**src/rtl/shifter_pipe_pkg.sv**
```systemverilog
// Shared definitions for the pipelined log-shifter: operation encodings and mode type.
package shifter_pipe_pkg;

    localparam int unsigned MODE_W = 2;

    typedef enum logic [MODE_W-1:0] {
        SH_LSL = 2'b00,
        SH_LSR = 2'b01,
        SH_ASR = 2'b10,
        SH_ROR = 2'b11
    } sh_mode_e;

endpackage

```
**src/rtl/shifter_pipe_stage.sv**
```systemverilog
// One log-shifter stage: conditionally shifts by SHIFT, then registers the operand
// together with its valid, mode and amount so later stages see their own copy.
module shifter_pipe_stage
    import shifter_pipe_pkg::*;
#(
    parameter int unsigned WIDTH = 32,
    parameter int unsigned AMT_W = 5,
    parameter int unsigned SHIFT = 1
) (
    input  logic             clk,
    input  logic             rst,
    input  logic             up_valid,
    input  logic [WIDTH-1:0] up_data,
    input  sh_mode_e         up_mode,
    input  logic [AMT_W-1:0] up_amt,
    output logic             ready_c,
    input  logic             dn_ready,
    output logic             dn_valid,
    output logic [WIDTH-1:0] dn_data,
    output sh_mode_e         dn_mode,
    output logic [AMT_W-1:0] dn_amt
);

    localparam int unsigned BIT = $clog2(SHIFT);

    logic [WIDTH-1:0] shifted_c;

    // Single-distance shift; ASR keeps the sign because every earlier stage preserved the MSB.
    always_comb begin
        shifted_c = up_data;
        if (up_amt[BIT]) begin
            case (up_mode)
                SH_LSL:  shifted_c = up_data << SHIFT;
                SH_LSR:  shifted_c = up_data >> SHIFT;
                SH_ASR:  shifted_c = WIDTH'($signed(up_data) >>> SHIFT);
                SH_ROR:  shifted_c = (up_data >> SHIFT) | (up_data << (WIDTH - SHIFT));
                default: shifted_c = up_data;
            endcase
        end
    end

    // Load when empty or when the current content is leaving, so bubbles collapse.
    assign ready_c = !dn_valid || dn_ready;

    always_ff @(posedge clk or posedge rst) begin
        if (rst) begin
            dn_valid <= 1'b0;
            dn_data  <= '0;
            dn_mode  <= SH_LSL;
            dn_amt   <= '0;
        end else if (ready_c) begin
            dn_valid <= up_valid;
            if (up_valid) begin
                dn_data <= shifted_c;
                dn_mode <= up_mode;
                dn_amt  <= up_amt;
            end
        end
    end

endmodule

```
**src/rtl/shifter_pipe.sv**
```systemverilog
// Pipelined barrel shifter (LSL/LSR/ASR/ROR) built from AMT_W registered stages
// with valid/ready flow control and one operand per cycle throughput.
module shifter_pipe
    import shifter_pipe_pkg::*;
#(
    parameter int unsigned WIDTH = 32,
    parameter int unsigned AMT_W = $clog2(WIDTH)
) (
    input  logic             clk,
    input  logic             rst,
    input  logic             in_valid,
    output logic             in_ready,
    input  logic [1:0]       sh_mode,
    input  logic [AMT_W-1:0] sh_amt,
    input  logic [WIDTH-1:0] d_in,
    output logic             out_valid,
    input  logic             out_ready,
    output logic [WIDTH-1:0] d_out
);

    logic             stg_valid [AMT_W];
    logic [WIDTH-1:0] stg_data  [AMT_W];
    sh_mode_e         stg_mode  [AMT_W];
    logic [AMT_W-1:0] stg_amt   [AMT_W];
    logic             stg_ready [AMT_W];

    // Stage k shifts by 2^k; its input is the previous stage or the block input.
    for (genvar k = 0; k < AMT_W; k++) begin : g_stage
        logic             up_valid;
        logic [WIDTH-1:0] up_data;
        sh_mode_e         up_mode;
        logic [AMT_W-1:0] up_amt;
        logic             dn_ready;

        if (k == 0) begin : g_head
            assign up_valid = in_valid;
            assign up_data  = d_in;
            assign up_mode  = sh_mode_e'(sh_mode);
            assign up_amt   = sh_amt;
        end else begin : g_body
            assign up_valid = stg_valid[k-1];
            assign up_data  = stg_data[k-1];
            assign up_mode  = stg_mode[k-1];
            assign up_amt   = stg_amt[k-1];
        end

        if (k == AMT_W - 1) begin : g_tail
            assign dn_ready = out_ready;
        end else begin : g_link
            assign dn_ready = stg_ready[k+1];
        end

        shifter_pipe_stage #(
            .WIDTH (WIDTH),
            .AMT_W (AMT_W),
            .SHIFT (2 ** k)
        ) u_stage (
            .clk      (clk),
            .rst      (rst),
            .up_valid (up_valid),
            .up_data  (up_data),
            .up_mode  (up_mode),
            .up_amt   (up_amt),
            .ready_c  (stg_ready[k]),
            .dn_ready (dn_ready),
            .dn_valid (stg_valid[k]),
            .dn_data  (stg_data[k]),
            .dn_mode  (stg_mode[k]),
            .dn_amt   (stg_amt[k])
        );
    end

    assign in_ready  = stg_ready[0];
    assign out_valid = stg_valid[AMT_W-1];
    assign d_out     = stg_data[AMT_W-1];

endmodule

```
**config.mk**
```make
export PLATFORM = sky130hd
export DESIGN_NAME = shifter_pipe
export DESIGN_NICKNAME = d
export VERILOG_FILES = /design/src/rtl/shifter_pipe_pkg.sv /design/src/rtl/shifter_pipe_stage.sv /design/src/rtl/shifter_pipe.sv
export SDC_FILE = /design/constraint.sdc
export NUM_CORES = 1
export LEC_CHECK = 0
export ABC_AREA = 1
export CORE_ASPECT_RATIO = 1.2
export CORE_UTILIZATION = 50
export CTS_BUF_LIST = sky130_fd_sc_hd__clkbuf_4 sky130_fd_sc_hd__clkbuf_8
export CTS_CLUSTER_SIZE = 30
export DETAILED_ROUTE_END_ITERATION = 10
export GPL_ROUTABILITY_DRIVEN = 1
export MAX_ROUTING_LAYER = met4
export PLACE_DENSITY = 0.77
export SLEW_MARGIN = 10
export SYNTH_ARGS = -nofsm -noshare
export SYNTH_HDL_FRONTEND = slang
export SYNTH_SLANG_ARGS = --single-unit
```
**constraint.sdc**
```tcl
create_clock -name clk -period 6.2 [get_ports clk]
set_input_delay 0.62 -clock clk [delete_from_list [all_inputs] [get_ports clk]]
set_output_delay 0.62 -clock clk [all_outputs]
set_load 0.02 [all_outputs]
```
# --- Yosys cells after proc, flatten, opt, wreduce, memory -nomap -nowiden ---
# Cells that the tools add are included.
word_totals:
  reg_bits: 193
  word_cells: 68
op_classes:
  eq_ne: 15
  n_mux: 10
  bitwise: 5
  reduce_logical: 20
ops:
  columns: ["operator", "n"]
  rows:
  - ["case mux 32 bit (4 select lines)", 5]
  - ["two-way mux 32 bit", 5]
  - ["bitwise OR 16 x 32 -> 32 bit", 1]
  - ["bitwise OR 24 x 32 -> 32 bit", 1]
  - ["bitwise OR 28 x 32 -> 32 bit", 1]
  - ["bitwise OR 30 x 32 -> 32 bit", 1]
  - ["bitwise OR 31 x 32 -> 32 bit", 1]
  - ["equality test 2 bit (second input constant)", 10]
  - ["equality test 2 x 1 -> 1 bit (second input constant)", 5]
  - ["zero test 2 bit", 5]
  - ["AND reduction 2 bit", 5]
  - ["zero test 1 bit", 5]
  - ["logical OR 1 bit", 5]

# --- Depth between registers and ports, before layout ---
# Gate-level depths: netlist of the first run.
depth:
  word_depth: 7
  depth_mapped: 9
  depth_no_buf: 7

# --- By module ---
# A second synthesis of the first run with hierarchy kept.
hier_totals:
  hier_cells: 1676
  area_unflattened_um2: 12014.0
by_module_without_submodules:
  columns: ["module", "n_inst", "cells_per_inst", "area_per_inst_um2", "seq_area_each_um2"]
  rows:
  - ["shifter_pipe_stage (g_stage[0].u_stage)", 1, 345, 2717.6, 1001.0]
  - ["shifter_pipe_stage (g_stage[2].u_stage)", 1, 346, 2517.4, 1001.0]
  - ["shifter_pipe_stage (g_stage[3].u_stage)", 1, 339, 2364.8, 1001.0]
  - ["shifter_pipe_stage (g_stage[1].u_stage)", 1, 348, 2333.5, 1001.0]
  - ["shifter_pipe_stage (g_stage[4].u_stage)", 1, 298, 2080.7, 1001.0]

# --- Least setup slack after synthesis of the first run ---
# OpenSTA, ideal clock, no wires.
synth_path:
  path_type: "in2out"
  startpoint: "in out_ready"
  endpoint: "out in_ready"
  t_arrival_ns: 1.304
  required_time_ns: 5.580
  setup_slack_ns: 4.276
  stages: 5
  n_path_buf: 1
  cell_sequence: "inv_1 -> nand3_2 -> nor2_4 -> nand3_2 -> clkbuf_1"
synth_between:
  elab_chain_cells: 5
synth_lines:
  columns: ["element", "line_no", "rtl"]
  rows:
  - ["start: declaration", "shifter_pipe.sv:17", "input logic out_ready,"]
  - ["logical OR 1 bit (5 in series)", "shifter_pipe_stage.sv:43", "assign ready_c = !dn_valid || dn_ready;"]
  - ["end: declaration", "shifter_pipe.sv:12", "output logic in_ready,"]
# No other way between the ends.

# --- Final worst setup path of the first run ---
# Ends and elaborated chain as after synthesis.

==> results of run 1 <==
==> cells by family (layout without fill, tap and decap cells) <==
kind of cell	after synthesis	count (layout)	share of synthesized area
compound gates	283	283	0.147
buf+inv	240	271	0.0967
xor+xnor	1	1	0.00163
simple gates	734	734	0.297
flops	183	183	0.458
==> power by group through the flow <==
stage                     Sequential, W  Clock, W  Combinational [W]
after floorplan                 0.00199         0            0.00137
after global placement          0.00191         0            0.00201
after detailed placement        0.00192         0            0.00203
after CTS                       0.00190  0.000846            0.00205
after global routing            0.00196  0.000891            0.00233
final                           0.00190  0.000827            0.00205
==> metrics by stage <==
stage | setup WS (ps) | power [W] | cell area, um^2 | cells
2_1_floorplan | 608 | 0.00335 | 10000 | 1441
3_3_place_gp | 2880 | 0.00392 | 10800 | 1701
3_5_place_dp | 2840 | 0.00396 | 10800 | 1701
4_1_cts | 2840 | 0.00480 | 11200 | 1733
5_1_grt | 2690 | 0.00519 | 11200 | 1733
6_report | 2860 | 0.00478 | 11200 | 1733
==> layout make-up <==
cell class | count | area share
clock inverter | 14 | 0.0146
tap | 261 | 0.0292
multi-input combinational | 1018 | 0.398
sequential | 183 | 0.409
inverter | 150 | 0.0507
timing repair buffer | 89 | 0.0766
clock buffer | 18 | 0.0221
==> worst paths after layout <==
path / startpoint / cells after the start / to / slack [ps]
max: out_ready / 6 / in_ready / 2860
min: g_stage[4].u_stage.dn_data[23]$_DFFE_PP0P_ / 2 / g_stage[4].u_stage.dn_data[23]$_DFFE_PP0P_ / 490
min reg2reg: g_stage[4].u_stage.dn_data[23]$_DFFE_PP0P_ / 2 / g_stage[4].u_stage.dn_data[23]$_DFFE_PP0P_ / 490
min in group asynchronous: rst / 2 / g_stage[4].u_stage.dn_valid$_DFFE_PP0P_ / 700
max reg2reg: g_stage[4].u_stage.dn_valid$_DFFE_PP0P_ / 6 / g_stage[0].u_stage.dn_data[30]$_DFFE_PP0P_ / 3760
max in group asynchronous: rst / 3 / g_stage[2].u_stage.dn_data[25]$_DFFE_PP0P_ / 3970
==> layer usage <==
metal	global-route usage	wire [um]
met5	-	0
met4	0.116	853
met3	0.0296	763
met2	0.391	10700
met1	0.282	9740
==> placed cells by master, fill, tap and decap left out, types with 2 or more instances in the layout <==
master	n
clkinvlp_4	2
a21oi_1	67
a22oi_1	10
o21ai_1	9
clkdlybuf4s50_1	76
nor2_1	98
o21ai_0	175
inv_1	144
nand2_2	2
nand3_2	2
dfrtp_1	183
buf_4	13
nand2_1	485
inv_8	2
nand3_1	141
clkbuf_8	18
inv_6	5
bufinv_16	2
nor2_2	2
inv_2	3
o22ai_1	20
clkinv_1	2
clkinv_4	3
==> registers in the layout (all words and copies together), names as in the netlist <==
name                      flops
g_stage.u_stage.dn_data     160
g_stage.u_stage.dn_amt       10
g_stage.u_stage.dn_mode       8
g_stage.u_stage.dn_valid      5
==> worst max-delay path: cells and delay by family <==
family	cells	cell delay, ps
buffers and inverters	3	1240
and+or+nand+nor	3	850
==> PnR_summary.wiki, run 1 <==
{| class="wikitable"
! Metric !! Value
|-
| Critical path class || input port to output pin
|-
| Initial Util || 0.512
|-
| Final antenna-violating net count || 0
|-
| Kind of start point of the critical path || input port
|-
| Input/output buffers || 76
|-
| Run status || finished clean
|-
| Fraction of layout instances using a drive strength above 1 || 0.0401
|-
| Worst-case headroom to the max-slew limit || 0.339
|-
| Area grow syn2layout || 12.0%
|-
| Count of maximum capacitance violations || 0
|-
| Unique masters post-synth || 28
|-
| Synth top area cells || dfrtp_1 (46%), nand2_1 (18%), o21ai_0 (8.8%)
|-
| Clock latency reported for the late side of the worst-skew pair || ~470 ps
|-
| Half-perimeter wire length after placement || 15800 um
|-
| Critical Path RT || approximately 5600 ps
|-
| CTS tree || built
|-
| Part of the power in combinational logic || 0.429
|-
| Cell type with the highest aggregate area in the netlist || dfrtp_1
|-
| WHS || about 490 ps
|-
| CP Cell Sequence || clkdlybuf4s50_1 > inv_1 > nand3_2 > nor2_4 > nand3_2 > clkdlybuf4s50_1
|-
| Synthesized cell area || roughly 0.01 mm^2
|-
| Post-CTS Setup Bufs || 0
|-
| Initial antenna violation count || 0
|-
| Number of rows created at floorplan || 56
|-
| Final Critical Period || ~3300 ps
|-
| WL/cell || 12.7 um
|-
| Internal portion of total power || roughly 0.0027 W
|-
| Area of the multi-input gates || 0.00446 mm^2
|-
| Max FO, Critical Path || 41
|-
| Clock tree root driver cell || clkbuf_8
|-
| Cts bufs inserted || 17
|-
| Number of enable flip-flop cells after synthesis || 0
|-
| Worst-path cell with the longest stage delay || clkdlybuf4s50_1
|-
| Overall track demand over capacity in global routing || 0.234
|-
| DR iter-0 viols || a little under 600
|-
| Critical Path Sink Type || output pin
|-
| Area share of the leading cell type in the synthesized netlist || 0.458
|-
| Maximum resistive drop on vdd || 0.000224 V
|-
| Final period util || 0.539
|-
| Switching power of the nets || 0.00204 W
|-
| Net count of the mapped netlist || around 1500
|-
| Clock tree skew after final layout || 9.70 ps
|-
| Number of antenna cells inserted || 0
|-
| Via density per instance || around 5.2
|-
| Core Footprint || 0.0195 mm^2
|-
| Number of buffers added to fix hold violations after cts || 0
|-
| Largest net degree at the start of global routing || around 100
|-
| Count of unresolved DRC violations after routing || 0
|-
| Global-route wire length before repair || ~38000 um
|-
| Fraction of registers with async set or reset after synthesis || 1.00
|-
| Critical path arrival || roughly 2700 ps
|-
| Flops & latches, synth || approximately 180
|-
| Maximum clock path buffer count || 2
|-
| Class of the tightest hold or removal check || flip-flop to flip-flop
|-
| Mean area per synthesized cell || a little under 7 um^2
|-
| Die boundary width || approximately 130 um
|-
| Share of total power in sequential cells || 0.398
|-
| Leading cell types by count after synthesis || nand2_1 (485), dfrtp_1 (183), o21ai_0 (175), inv_1 (145), nand3_1 (141)
|-
| Fillers || approximately 1800
|-
| Power density over cell area || around 430 mW/mm^2
|-
| FF+latch area || ~0.0046 mm^2
|-
| Total Die Area || ~0.02 mm^2
|-
| Total wire length after detailed routing || 22000 um
|-
| Post-synth top flop || dfrtp_1
|-
| Via count of the first global-routing pass || ~8200
|-
| Final weighted congestion of routability-driven global placement || ~0.9
|-
| Final number of setup-violating endpoints || 0
|-
| Accumulated negative setup slack || 0 ps
|-
| Die Y-Extent || approximately 160 um
|-
| Final-report max-slew violation count || 0
|-
| Total iterations of the first detailed-routing run || 6
|-
| Share of synthesized area occupied by flip-flops and latches || 0.458
|-
| Nets@finish || roughly 1500
|-
| Switching share of total power || 0.427
|-
| Clock-pin transition on the worst setup and hold timing paths || 100 ps
|-
| Unrepaired setup endpoints after global routing || false
|-
| Dominant cell by count in the synthesized netlist || nand2_1
|-
| H-tree depth reported by CTS || 4
|-
| Count of instances resized after the clock tree is built || 0
|-
| Final hold vios || 0
|-
| Highest attainable clock frequency || 299 MHz
|-
| Worst Max-Slew Pin Slew || 992 ps
|-
| Grt total ovfl || 0
|-
| Largest stage delay, worst path || 750 ps
|-
| Synthesis warning total || 0
|-
| Boundary Pins || 77
|-
| Lkg Pwr || roughly 5.5 nW
|-
| Sinks on the clock net || around 180
|-
| Overall via count from detail_route || 9030
|-
| Fraction of power consumed by the clock network || 0.173
|-
| Cells after synthesis || 1441
|-
| Utilization of the core after routing || 0.573
|}
Note: power is estimated with default switching activity, not from simulation.
==> inputs of run 2 (changes only) <==
--- a/config.mk
+++ b/config.mk
@@ -13,7 +13,7 @@
 export DETAILED_ROUTE_END_ITERATION = 10
 export GPL_ROUTABILITY_DRIVEN = 1
 export MAX_ROUTING_LAYER = met4
-export PLACE_DENSITY = 0.77
+export PLACE_DENSITY = 0.8
 export SLEW_MARGIN = 10
 export SYNTH_ARGS = -nofsm -noshare
 export SYNTH_HDL_FRONTEND = slang
==> constraint.sdc (replaced) <==
create_clock -name clk -period 3 [get_ports clk]
set_input_delay 0.3 -clock clk [delete_from_list [all_inputs] [get_ports clk]]
set_output_delay 0.3 -clock clk [all_outputs]
set_load 0.02 [all_outputs]
==> run 2 against run 1 <==
Compared with the run above:
- combinational power grew 110%
- clock skew up 6.8 ps
- cell count increased by 0.23%
- cell area is 0.21% higher
- non-clock buffer count is 4 higher
==> PnR_summary.wiki, run 2 (synthesized netlist as in run 1, its figures left out) <==
{| class="wikitable"
! Metric !! Value
|-
| Worst Max-Slew Pin Slew || roughly 880 ps
|-
| Via count of the first global-routing pass || 8418
|-
| Overall power after layout || roughly 0.0098 W
|-
| Highest attainable clock frequency || around 450 MHz
|-
| Cts bufs inserted || 17
|-
| Commonest non-fill, non-tap cell in the layout || nand2_1
|-
| Half-perimeter wire length after placement || ~16000 um
|-
| Largest net degree at the start of global routing || roughly 100
|-
| H-tree depth reported by CTS || 4
|-
| Max reg flops || between 150 and 200
|-
| Max FO, Critical Path || 7
|-
| WL/cell || 12.8 um
|-
| Fillers || 1833
|-
| Initial antenna violation count || 0
|-
| Final antenna-violating net count || 0
|-
| Count of unresolved DRC violations after routing || 0
|-
| Post-CTS Setup Bufs || 0
|-
| Die boundary width || 131 um
|-
| Clock latency reported for the late side of the worst-skew pair || about 480 ps
|-
| CTS tree || built
|-
| Run status || finished clean
|-
| Kind of start point of the critical path || flip-flop
|-
| Maximum resistive drop on vdd || 0.000456 V
|-
| Via density per instance || about 5.3
|-
| Count of instances resized after the clock tree is built || 0
|-
| Total Die Area || between 0.02 and 0.025 mm^2
|-
| Largest reg by FF count || g_stage.u_stage.dn_data
|-
| Clock tree skew after final layout || around 16 ps
|-
| Final hold vios || 0
|-
| Initial Util || 0.512
|-
| Clock-pin transition on the worst setup and hold timing paths || ~90 ps
|-
| Count of maximum capacitance violations || 0
|-
| Commonest cells after routing, fill and taps aside || nand2_1 (485), dfrtp_1 (183), o21ai_0 (175)
|-
| Fraction of layout instances using a drive strength above 1 || 0.0427
|-
| Total iterations of the first detailed-routing run || 6
|-
| Final number of setup-violating endpoints || 0
|-
| Power density over cell area || 875 mW/mm^2
|-
| Total wire length after detailed routing || between 20000 and 25000 um
|-
| Critical Path Sink Type || output pin
|-
| DR iter-0 viols || 639
|-
| Final weighted congestion of routability-driven global placement || just under 0.9
|-
| Unrepaired setup endpoints after global routing || false
|-
| Clock tree root driver cell || clkbuf_8
|-
| Core Footprint || ~0.020 mm^2
|-
| Number of rows created at floorplan || 56
|-
| Number of antenna cells inserted || 0
|-
| Nets@finish || about 1500
|-
| Accumulated negative setup slack || 0 ps
|-
| Final period util || 0.738
|-
| Lkg Pwr || around 5.5 nW
|-
| Overall track demand over capacity in global routing || 0.235
|-
| Area grow syn2layout || 12.2%
|-
| Critical Path RT || roughly 2700 ps
|-
| Number of buffers added to fix hold violations after cts || 0
|-
| Critical path arrival || 1920 ps
|-
| Grt total ovfl || 0
|-
| Critical path class || flip-flop to output pin
|-
| Sinks on the clock net || between 150 and 200
|-
| Class of the tightest hold or removal check || input port to asynchronous set/reset pin
|-
| Overall via count from detail_route || slightly above 9000
|-
| Maximum clock path buffer count || 2
|-
| Boundary Pins || between 70 and 80
|-
| Final-report max-slew violation count || 0
|-
| Die Y-Extent || 157 um
|-
| Global-route wire length before repair || between 30000 and 40000 um
|-
| Largest registers || g_stage.u_stage.dn_data (160), g_stage.u_stage.dn_amt (10), g_stage.u_stage.dn_mode (8)
|-
| Worst-case headroom to the max-slew limit || 0.411
|-
| Input/output buffers || between 70 and 80
|-
| Final Critical Period || around 2200 ps
|}
run 2: cell types whose count changed in the layout (fill, tap and decap cells not counted), sizes merged:
cell	change
clkbuf	+2
bufinv	-1
buf	+4
clkinvlp	+2
inv	-4
clkinv	+1
run 2: stage by stage:
| step | area [um^2] | cells | utilization | hold slack (ps) | worst slack, ps |
|---|---|---|---|---|---|
| after floorplan | 10000 | 1441 | - | 442 | 349 |
| after global placement | 10800 | 1705 | 0.555 | 460 | 732 |
| after detailed placement | 10800 | 1705 | 0.555 | 467 | 623 |
| after CTS | 11200 | 1737 | 0.574 | 357 | 751 |
| after global routing | 11200 | 1737 | 0.574 | 369 | 652 |
| final | 11200 | 1737 | 0.574 | 328 | 785 |
run 2: layer usage:
layer	share of wire	up-vias	global-route usage	wire, um
li1	-	4636	-	-
met1	0.44	4173	0.279	9810
met2	0.49	263	0.395	10900
met3	0.035	54	0.0364	782
met4	0.033	0	0.106	726
met5	0	-	-	0
run 2: worst max-delay path, cell delays in order (launching register included):
cell and delay, ps:
dfrtp_1 400, nand3_2 140, nor2_4 150, nand3_2 170, clkdlybuf4s50_1 590
run 2: path summary, 6_finish.rpt:
kind | slack [ps] | startpoint | cells past startpoint | endpoint
setup / recovery | 780 | g_stage[4].u_stage.dn_valid$_DFFE_PP0P_ | 4 | in_ready
hold / removal | 330 | rst | 3 | g_stage[1].u_stage.dn_valid$_DFFE_PP0P_
setup reg to reg | 1030 | g_stage[4].u_stage.dn_valid$_DFFE_PP0P_ | 7 | g_stage[0].u_stage.dn_data[18]$_DFFE_PP0P_
hold reg to reg | 480 | g_stage[0].u_stage.dn_data[13]$_DFFE_PP0P_ | 2 | g_stage[0].u_stage.dn_data[13]$_DFFE_PP0P_
max in group asynchronous | 2240 | rst | 3 | g_stage[4].u_stage.dn_data[10]$_DFFE_PP0P_
min in group clk | 380 | sh_amt[3] | 3 | g_stage[0].u_stage.dn_amt[3]$_DFFE_PP0P_
run 2: final cells by class:
| cell class | count | area [um^2] | share of cell area |
|---|---|---|---|
| sequential | 183 | 4580 | 0.408 |
| multi-input combinational | 1018 | 4460 | 0.397 |
| timing repair buffer | 93 | 913 | 0.0814 |
| inverter | 150 | 567 | 0.0505 |
| tap | 261 | 327 | 0.0291 |
| clock buffer | 20 | 263 | 0.0234 |
| clock inverter | 12 | 119 | 0.0106 |
run 2: power by group:
part / total (W) / switching [W] / internal, W / leakage, nW
combinational: 0.00429 / 0.00277 / 0.00152 / 3.09
clock: 0.00159 / 0.000887 / 0.000707 / 0.187
sequential: 0.00393 / 0.000568 / 0.00337 / 2.27
total: 0.00982 / 0.00423 / 0.00560 / 5.54
==> inputs of run 3 (changes only) <==
--- a/config.mk
+++ b/config.mk
@@ -13,7 +13,7 @@
 export DETAILED_ROUTE_END_ITERATION = 10
 export GPL_ROUTABILITY_DRIVEN = 1
 export MAX_ROUTING_LAYER = met4
-export PLACE_DENSITY = 0.8
+export PLACE_DENSITY = 0.77
 export SLEW_MARGIN = 10
 export SYNTH_ARGS = -nofsm -noshare
 export SYNTH_HDL_FRONTEND = slang
==> constraint.sdc (replaced) <==
create_clock -name clk -period 2.3 [get_ports clk]
set_input_delay 0.23 -clock clk [delete_from_list [all_inputs] [get_ports clk]]
set_output_delay 0.23 -clock clk [all_outputs]
set_load 0.02 [all_outputs]
==> run 3 against run 2 <==
Compared with the run above:
- global-route usage is 0.71 points higher
- flip-flop and latch count unchanged
- clock skew fell by 2.0 ps
- die area unchanged
- utilization grew 1.1 points
- worst hold slack got worse by 140 ps
- sequential power grew 31%
- via count increased by 1.5%
- sequential share of layout area shrank 0.74 points
- cell area up 1.9%
- non-clock buffer count rose by 14
- critical endpoint unchanged
- largest power group unchanged
==> PnR_summary.wiki, run 3 (synthesized netlist as in run 1, its figures left out) <==
{| class="wikitable"
! Metric !! Value
|-
| Final hold vios || 0
|-
| Fraction of layout instances using a drive strength above 1 || 0.0517
|-
| Half-perimeter wire length after placement || approximately 17000 um
|-
| Clock-pin transition on the worst setup and hold timing paths || about 90 ps
|-
| Sinks on the clock net || about 180
|-
| Total iterations of the first detailed-routing run || 5
|-
| Highest attainable clock frequency || between 500 and 600 MHz
|-
| Max reg flops || between 150 and 200
|-
| Initial Util || 0.512
|-
| Overall track demand over capacity in global routing || 0.242
|-
| Critical path class || flip-flop to output pin
|-
| Via density per instance || approximately 5.3
|-
| Worst-case headroom to the max-slew limit || 0.428
|-
| Maximum resistive drop on vdd || about 0.0006 V
|-
| Commonest non-fill, non-tap cell in the layout || nand2_1
|-
| Number of buffers added to fix hold violations after cts || 0
|-
| Setup WS post-layout || around 420 ps
|-
| Final number of setup-violating endpoints || 0
|-
| Final antenna-violating net count || 0
|-
| Die Y-Extent || 157 um
|-
| FF+latch area || between 0.004 and 0.005 mm^2
|-
| Largest net degree at the start of global routing || 53
|-
| Final-report max-slew violation count || 0
|-
| Count of unresolved DRC violations after routing || 0
|-
| Clock tree root driver cell || clkbuf_8
|-
| Power density over cell area || around 1100 mW/mm^2
|-
| Critical Path Sink Type || output pin
|-
| Overall via count from detail_route || 9260
|-
| Initial antenna violation count || 0
|-
| WL/cell || 13.0 um
|-
| Grt total ovfl || 0
|-
| Total wire length after detailed routing || between 20000 and 25000 um
|-
| Global-route wire length before repair || between 30000 and 40000 um
|-
| Number of antenna cells inserted || 0
|-
| Number of rows created at floorplan || 56
|-
| DR iter-0 viols || approximately 770
|-
| Post-CTS Setup Bufs || 0
|-
| Die boundary width || about 130 um
|-
| Total Die Area || 0.0206 mm^2
|-
| Final Critical Period || 1880 ps
|-
| Run status || finished clean
|-
| Final weighted congestion of routability-driven global placement || a little over 0.9
|-
| Kind of start point of the critical path || flip-flop
|-
| Cts bufs inserted || 17
|-
| Commonest cells after routing, fill and taps aside || nand2_1 (485), dfrtp_1 (183), o21ai_0 (175)
|-
| Critical Path RT || between 2000 and 2500 ps
|-
| Count of instances resized after the clock tree is built || 0
|-
| Placed Instance Area || 0.0110 mm^2
|-
| Post-place setup slack || between 200 and 300 ps
|-
| Boundary Pins || 77
|-
| Count of maximum capacitance violations || 0
|-
| Area grow syn2layout || 14.3%
|-
| Unrepaired setup endpoints after global routing || false
|-
| Nets@finish || between 1500 and 2000
|-
| Clock latency reported for the late side of the worst-skew pair || about 480 ps
|-
| Number of cells traversed by the worst register-to-register path || 6
|-
| Largest reg by FF count || g_stage.u_stage.dn_data
|-
| Worst Max-Slew Pin Slew || roughly 860 ps
|-
| Overall power after layout || approximately 0.013 W
|-
| Class of the tightest hold or removal check || input port to asynchronous set/reset pin
|-
| Clock tree skew after final layout || 14.5 ps
|-
| Lkg Pwr || between 5 and 6 nW
|-
| Critical path arrival || about 1700 ps
|-
| Post-layout instance area || approximately 0.011 mm^2
|-
| Core Footprint || around 0.020 mm^2
|-
| Final period util || 0.817
|-
| Area of the multi-input gates || between 0.004 and 0.005 mm^2
|-
| Fillers || between 1500 and 2000
|-
| Input/output buffers || 76
|-
| H-tree depth reported by CTS || 4
|-
| Maximum clock path buffer count || 2
|-
| Largest registers || g_stage.u_stage.dn_data (160), g_stage.u_stage.dn_amt (10), g_stage.u_stage.dn_mode (8)
|-
| CTS tree || built
|-
| Via count of the first global-routing pass || roughly 8500
|-
| Max FO, Critical Path || 9
|}
==> run 3: cell count changes in the layout (fill, tap and decap cells not counted) <==
cell / before / now
buf_12: 2 / 7
buf_4: 15 / 24
bufinv_16: 1 / 3
clkbuf_8: 18 / 17
clkdlybuf4s50_1: 76 / 75
clkinv_4: 4 / 3
dlymetal6s2s_1: 0 / 1
==> run 3: layout make-up <==
class / count / area share
tap: 261 / 0.0286
multi-input combinational: 1018 / 0.390
clock inverter: 13 / 0.0149
clock buffer: 19 / 0.0218
inverter: 150 / 0.0496
sequential: 183 / 0.401
timing repair buffer: 107 / 0.0948
==> run 3: critical path, cell delays in order (launching register included) <==
cell and delay, ps:
dfrtp_1 420, nand3_2 150, nor2_4 150, nand3_2 190, dlymetal6s2s_1 270
==> run 3: through the flow <==
stage	setup TNS (ps)	hold slack, ps	util	instances
2_1_floorplan	-51340	375	-	1441
3_3_place_gp	0	461	0.563	1719
3_5_place_dp	0	464	0.563	1719
4_1_cts	0	180	0.585	1751
5_1_grt	0	235	0.585	1751
6_report	0	187	0.585	1751
==> run 3: path summary, 6_finish.rpt <==
path | slack [ps] | startpoint | endpoint
worst max-delay path | 420 | g_stage[4].u_stage.dn_valid$_DFFE_PP0P_ | in_ready
worst min-delay path | 190 | rst | g_stage[3].u_stage.dn_valid$_DFFE_PP0P_
worst max register to register | 630 | g_stage[1].u_stage.dn_mode[0]$_DFFE_PP0P_ | g_stage[2].u_stage.dn_data[0]$_DFFE_PP0P_
worst min register to register | 490 | g_stage[0].u_stage.dn_data[9]$_DFFE_PP0P_ | g_stage[0].u_stage.dn_data[9]$_DFFE_PP0P_
max in group asynchronous | 1500 | rst | g_stage[2].u_stage.dn_data[10]$_DFFE_PP0P_
min in group clk | 320 | sh_amt[4] | g_stage[0].u_stage.dn_amt[4]$_DFFE_PP0P_
==> run 3: power by group <==
part           internal (W)  switching (W)
clock network       0.00111        0.00118
logic               0.00205        0.00360
registers           0.00439       0.000772
==> run 3: layer usage <==
metal,part of all wire,global-route usage
met1,0.44,0.281
met2,0.50,0.418
met3,0.037,0.0312
met4,0.024,0.113
met5,0,-
